`src/rtl/seven_seg_scan.sv`:
```
// rtl/seven_seg_scan.sv - 4-digit multiplexed seven-segment scanner for the stopwatch BCD count
// Frame-latched digits, adjust-mode pair blinking and pause decimal point, all outputs registered.
module seven_seg_scan #(
  parameter int SCAN_DIV  = 100_000,
  parameter int BLINK_DIV = 25_000_000
) (
  input  logic        clk,
  input  logic        rst_n,
  input  logic [15:0] i_digits,
  input  logic        i_adj,
  input  logic        i_sel,
  input  logic        i_pause_state,
  output logic [3:0]  o_an,
  output logic [6:0]  o_seg,
  output logic        o_dp
);

  localparam int SCAN_W  = (SCAN_DIV  > 1) ? $clog2(SCAN_DIV)  : 1;
  localparam int BLINK_W = (BLINK_DIV > 1) ? $clog2(BLINK_DIV) : 1;
  localparam logic [SCAN_W-1:0]  SCAN_LAST  = SCAN_W'(SCAN_DIV - 1);
  localparam logic [BLINK_W-1:0] BLINK_LAST = BLINK_W'(BLINK_DIV - 1);

  logic [SCAN_W-1:0]  scan_cnt;
  logic [BLINK_W-1:0] blink_cnt;
  logic [1:0]         idx;
  logic               blink_ph;
  logic [15:0]        shadow;
  logic               load_pend;

  logic               scan_tc;
  logic               blink_tc;
  logic [3:0]         nibble;
  logic               blank;
  logic [3:0]         an_next;
  logic [6:0]         seg_next;
  logic               dp_next;

  function automatic logic [6:0] seg_decode(input logic [3:0] v);
    case (v)
      4'd0:    seg_decode = 7'b1000000;
      4'd1:    seg_decode = 7'b1111001;
      4'd2:    seg_decode = 7'b0100100;
      4'd3:    seg_decode = 7'b0110000;
      4'd4:    seg_decode = 7'b0011001;
      4'd5:    seg_decode = 7'b0010010;
      4'd6:    seg_decode = 7'b0000010;
      4'd7:    seg_decode = 7'b1111000;
      4'd8:    seg_decode = 7'b0000000;
      4'd9:    seg_decode = 7'b0010000;
      default: seg_decode = 7'h7F;
    endcase
  endfunction

  assign scan_tc  = (scan_cnt == SCAN_LAST);
  assign blink_tc = (blink_cnt == BLINK_LAST);

  always_ff @(posedge clk or negedge rst_n) begin
    if (!rst_n) begin
      scan_cnt <= '0;
      idx      <= 2'd0;
    end else if (scan_tc) begin
      scan_cnt <= '0;
      idx      <= idx + 2'd1;
    end else begin
      scan_cnt <= scan_cnt + SCAN_W'(1);
    end
  end

  always_ff @(posedge clk or negedge rst_n) begin
    if (!rst_n) begin
      blink_cnt <= '0;
      blink_ph  <= 1'b0;
    end else if (blink_tc) begin
      blink_cnt <= '0;
      blink_ph  <= ~blink_ph;
    end else begin
      blink_cnt <= blink_cnt + BLINK_W'(1);
    end
  end

  // Shadow only changes on the frame wrap so one frame never mixes old and new digits.
  always_ff @(posedge clk or negedge rst_n) begin
    if (!rst_n) begin
      shadow    <= 16'h0000;
      load_pend <= 1'b1;
    end else if (load_pend) begin
      shadow    <= i_digits;
      load_pend <= 1'b0;
    end else if (scan_tc && (idx == 2'd3)) begin
      shadow <= i_digits;
    end
  end

  // During the load cycle the shadow still holds its reset value, so show the word being loaded.
  always_comb begin
    nibble = load_pend ? i_digits[{idx, 2'b00} +: 4] : shadow[{idx, 2'b00} +: 4];
  end

  always_comb begin
    blank    = i_adj & blink_ph & (i_sel ? ~idx[1] : idx[1]);
    an_next  = blank ? 4'b1111 : ~(4'b0001 << idx);
    seg_next = seg_decode(nibble);
    dp_next  = ~((idx == 2'd2) & i_pause_state & ~blank);
  end

  always_ff @(posedge clk or negedge rst_n) begin
    if (!rst_n) begin
      o_an  <= 4'b1111;
      o_seg <= 7'h7F;
      o_dp  <= 1'b1;
    end else begin
      o_an  <= an_next;
      o_seg <= seg_next;
      o_dp  <= dp_next;
    end
  end

endmodule

```
`config.mk`:
```
export PLATFORM = sky130hd
export DESIGN_NAME = seven_seg_scan
export DESIGN_NICKNAME = d
export VERILOG_FILES = /design/src/rtl/seven_seg_scan.sv
export SDC_FILE = /design/constraint.sdc
export NUM_CORES = 1
export LEC_CHECK = 0
export CORE_UTILIZATION = 57
export CTS_CLUSTER_DIAMETER = 100
export DETAILED_ROUTE_END_ITERATION = 10
export HOLD_SLACK_MARGIN = 0.03
export PLACE_DENSITY = 0.89
export SKIP_LAST_GASP = 1
export SYNTH_ARGS = -nofsm -noshare
export SYNTH_HDL_FRONTEND = slang
export SYNTH_SLANG_ARGS = --single-unit
```
`constraint.sdc`:
```
create_clock -name clk -period 2.85 [get_ports clk]
set_input_delay 0.4275 -clock clk [delete_from_list [all_inputs] [get_ports clk]]
set_output_delay 0.4275 -clock clk [all_outputs]
set_load 0.03 [all_outputs]
```
# Word-level counts from Yosys, hierarchy flattened
# Memories as Yosys holds them, arrays and structs flattened. A register that Yosys moved wholly into a read port is not among the register bits.
# Index checks and enable logic that the tools add are counted.
dict set report word_totals {
  word_cells 38
  register_bits 67
  romBits 112
  out_inout_bits 12
  memories 1
}
dict set report op_classes {
  muxes 7
  n_bitwise 9
  shifts 3
  addsub 3
  n_reduce_logical 3
  eq_ne 4
}
# name depth width read_ports rd_clocked_by_memory_dff wr line
set memory_table {}
lappend memory_table {{(no name shown)} 16 7 1 1 0 39} ;# case (v)
# op count
set op_table {}
lappend op_table {{$mux W16} 2}
lappend op_table {{$shiftx A16 B5 Y4} 2}
lappend op_table {{$add A25 B1 Y25 const B} 1}
lappend op_table {{$eq A25 B25 Y1 const B} 1}
lappend op_table {{$mux W25} 1}
lappend op_table {{$add A17 B1 Y17 const B} 1}
lappend op_table {{$eq A17 B17 Y1 const B} 1}
lappend op_table {{$mux W17} 1}
lappend op_table {{$mux W4} 2}
lappend op_table {{$and A1 B1 Y1} 4}
lappend op_table {{$eq A2 B2 Y1 const B} 2}
lappend op_table {{$not A1 Y1} 4}
lappend op_table {{$not A4 Y4} 1}
lappend op_table {{$shl A1 B2 Y4 const A} 1}
lappend op_table {{$add A2 B1 Y2 const B} 1}
lappend op_table {{$reduce_bool A2 Y1} 1}
lappend op_table {{$logic_and A1 B1 Y1} 1}
lappend op_table {{$logic_not A1 Y1} 1}
lappend op_table {{$mux W1} 1}

# Longest topological paths before layout
dict set report depth {
  ltp_word 6
  ltp_mapped 8
  mapped_depth_nobuf 7
}

# Worst setup path before layout
# Ideal clock, no wire load.
dict set report synth_path {
  path_kind {register to register}
  from {register load_pend}
  to {register o_seg[0]}
  arrival_time_ns 2.033
  slack_ns 0.736
  required_time_ns 2.769
  stages_incl_launch_ff 9
  path_cell_list {dfstp_2 -> buf_4 -> mux4_2 -> mux2i_1 -> inv_1 -> ha_1 -> nor2b_1 -> o21a_1 -> a21oi_1}
}
dict set report synth_between {
  elab_chain_cells 1
}
# item line
set synth_lines {}
lappend synth_lines {{start: declaration} 28} ;# logic load_pend;
lappend synth_lines {{start signal: assignment} 85} ;# load_pend <= 1'b1;
lappend synth_lines {{start signal: assignment} 88} ;# load_pend <= 1'b0;
lappend synth_lines {{$mux W4} 96} ;# nibble = load_pend ? i_digits[{idx, 2'b00} +: 4] : shadow[{idx, 2'b00} +: 4];
lappend synth_lines {{end: declaration} 14} ;# output logic [6:0] o_seg,
# Every way passes these cells.
# A chain may end at the register's enable or synchronous reset.

# Worst setup path in the final report
dict set report layout_path {
  from {register load_pend}
  to {register o_seg[3]}
}
# Same word-level chain as after synthesis.

==> out/results.ini <==
[status]
status=finished, final reports clean

[sta]
hold_violations=0
worstMarginPinSlew_ns=0.8329
tns_ns=0
min_period_over_period_pct=83.46
layout_min_cycle_time_ns=2.378
maxSlewViolCount=0
clock_skew_ns=0.01055
finalSetupViolCount=0
max-slew-margin-rel_pct=44.48
finalHoldWorstSlack_ns=0.1684
worst_slack_ns=0.4715
fmax_mhz=420.4
grt_setup_unrepaired=no

[die]
die_w_um=81.55
core-area_mm2=0.006026
num_rows=28
die_area_mm2=0.006650
die_h_um=81.55
start_util_pct=59.86
pin_count=33

[cts]
postCtsSetupBuffers=0
cts.root.buffer_cell=clkbuf_8
cts_tree=yes
path_clk_slew_ns=0.08
clk_latency_ns=0.35
cts.path.max_buffers=2
cts_buffers=9
post_cts_resized=0
cts_hold_buf=0
cts_htree_levels=3
cts_sinks=74

[placed_design]
port_buffers=32
place.detailed.hpwl_um=4791
place_area_mm2=0.004004
gp_congestion=0.8348
placed_cells=408
pre_cts_ws_ns=0.4667

[cells_and_area]
final_util_pct=70.49
n_fill_cell=418
drive_gt1_share_pct=17.48
syn2layout_area_growth_pct=17.76
diodes=0
postLayoutCellArea_mm2=0.004248
nNetsFinal=376
multi_input_area_mm2=0.001662
register_area_mm2=0.001868
stdcell_count=424

[yosys]
synthFlopType=dfrtp_1
synth_adder_area_share_pct=3.815
synthSimpleGateAreaFrac_pct=16.61
synth_top_family_by_area=simple AND/OR/NAND/NOR gates
synth.distinct_cells=45
ys_seq_elements=74
muxShareOfSynthArea_pct=13.01
async_flop_share_pct=100.0
yosys.area_share.xor_xnor_pct=8.984
yosysSeqAreaShare_pct=51.79
synth_edf_count=0
netlist_area_mm2=0.003607
synth_compound_area_share_pct=3.538
synth.avg_cell_area_um2=11.79
synth_nets=338
yosys_warnings=0
syn_inst=306

[global_routing]
grt_pass1_vias=2498
grt_start_max_net_pins=40
grt_overflow_total=0
grt_pass1_wl_um=11410
grt_usage_pct=23.59
antenna_found_initial=0

[hold_path]
min_path_type=input pin to asynchronous set/reset pin

[pwr]
power_mw=2.371
p_leak_nw=1.830
ir_worst_vdd_v=0.0003768
powerDensity_mw_per_mm2=558.1

[worst_setup_path]
worstSetupStartpointType=flop
cp_cell_sequence=mux4_2 > mux2i_1 > inv_1 > ha_1 > nor2b_1 > o21a_1 > a21oi_1
max_stage_delay_ns=0.76
reg2reg_from=load_pend
worst_setup_path_end_kind=flop
crit_path_max_fanout=11
rr_worst_depth=7
cp-startpoint=load_pend
reg2reg_to=o_seg[3]
crit_end=o_seg[3]
r2r_setup_slack_ns=0.47
critical_path_arrival_ns=2.66
worst-path-buf-inv=1
critical_path_depth=7
critPathRequiredTime_ns=3.13
worst_path_max_delay_cell=dfstp_2
path_delay_family=multiplexers
criticalPathCategory=flop to flop

[detailed_routing]
ant_nets=0
routedWlPerCell_um=15.92
drc_errors=0
drt-initial-drc-count=114
viasPerCell=5.637
totalWireLength_um=6750
drt-pass1-iter-count=4
num_vias=2390

[run]
drv_cap=0

## cell type report
type / count / share of cell area, %
timing repair buffer: 35 / 8.247
sequential: 74 / 43.98
tap: 75 / 2.209
inverter: 8 / 0.7069
clock buffer: 12 / 3.417
multi-input combinational: 216 / 39.12
clock inverter: 4 / 2.327
## worst min path at each step
| stage | from | endpoint | slack (ns) | cells after the start |
|---|---|---|---|---|
| 5_1_grt | rst_n | blink_cnt[22] | 0.23 | 1 |
| 3_5_place_dp | blink_ph | blink_ph | 0.46 | 1 |
| 3_3_place_gp | blink_cnt[0] | blink_cnt[0] | 0.44 | 1 |
| 2_1_floorplan | rst_n | blink_cnt[0] | 0.13 | 0 |
| 4_1_cts | rst_n | blink_cnt[6] | 0.18 | 1 |
| 6_report | rst_n | blink_cnt[24] | 0.17 | 1 |
## report_power, final
part | internal (mW) | total [mW] | switching, mW
clock | 0.608 | 0.990 | 0.382
sequential | 1.10 | 1.13 | 0.0220
combinational | 0.128 | 0.255 | 0.127
total | 1.84 | 2.37 | 0.531
## cells by family (layout without fill, tap and decap cells)
logic type / count (synthesis) / after routing
buf+inv: 16 / 59
compound gates: 21 / 21
flops: 74 / 74
fa+ha+maj: 11 / 11
mux: 31 / 31
xor+xnor: 37 / 37
simple gates: 115 / 115
other cells: 1 / 1
## worst register-to-register path: cells and delay by family, from the launching register on
kind            cells  cell delay (ns)
compound gates      2             0.19
mux                 2             0.88
flops               1             0.76
buf+inv             1             0.14
simple gates        1             0.13
fa+ha+maj           1             0.21
## state kept, by name (all words and copies together), names as in the netlist
register / flops
scan_cnt: 17
blink_cnt: 25
shadow: 16
idx: 2
o_seg: 7
blink_ph: 1
load_pend: 1
o_dp: 1
o_an: 4
## synth_stat cells (2+ instances only)
cell / instances / share of area [%]
inv_1: 7 / 0.73
mux2i_1: 6 / 1.7
or3_1: 2 / 0.35
nor4_1: 3 / 0.52
nand2_1: 21 / 2.2
nor2_1: 28 / 2.9
buf_4: 2 / 0.42
ha_1: 11 / 3.8
nand4_1: 9 / 1.6
clkbuf_1: 3 / 0.31
nor2b_1: 6 / 1.0
a22oi_1: 3 / 0.62
mux2_4: 10 / 4.2
dfstp_2: 13 / 9.5
nor3_1: 7 / 0.97
xnor2_1: 26 / 6.3
mux2i_4: 2 / 1.2
buf_2: 2 / 0.28
a31oi_1: 2 / 0.35
nand3_1: 19 / 2.6
and3_1: 4 / 0.69
mux4_2: 6 / 3.7
dfrtp_1: 61 / 42
and2_1: 3 / 0.52
xor2_1: 11 / 2.7
nand2b_1: 2 / 0.35
o21ai_0: 3 / 0.42
a21oi_1: 8 / 1.1
mux2_2: 7 / 2.2
and4_1: 4 / 0.97
## layout by cell type, fill, tap and decap left out, types with 6 or more instances in the layout
cell,n
dfrtp_1,61
mux2i_1,6
nor3_1,7
mux2_2,7
a21oi_1,8
xnor2_1,26
dfstp_2,13
nand2_1,21
clkbuf_8,10
mux4_2,6
inv_1,7
nand3_1,19
nor2_1,28
nand4_1,9
nor2b_1,6
xor2_1,11
clkdlybuf4s50_1,31
mux2_4,10
ha_1,11
## metal layers
layer  vias up  share of wire, %  GRT usage, %
met3        16               2.8         3.667
met5         -                 0             0
met1      1192                44         29.45
met2        42                50         38.75
li1       1140                 -             -
met4         0               2.9         14.11
Note: power is estimated with default switching activity, not from simulation.
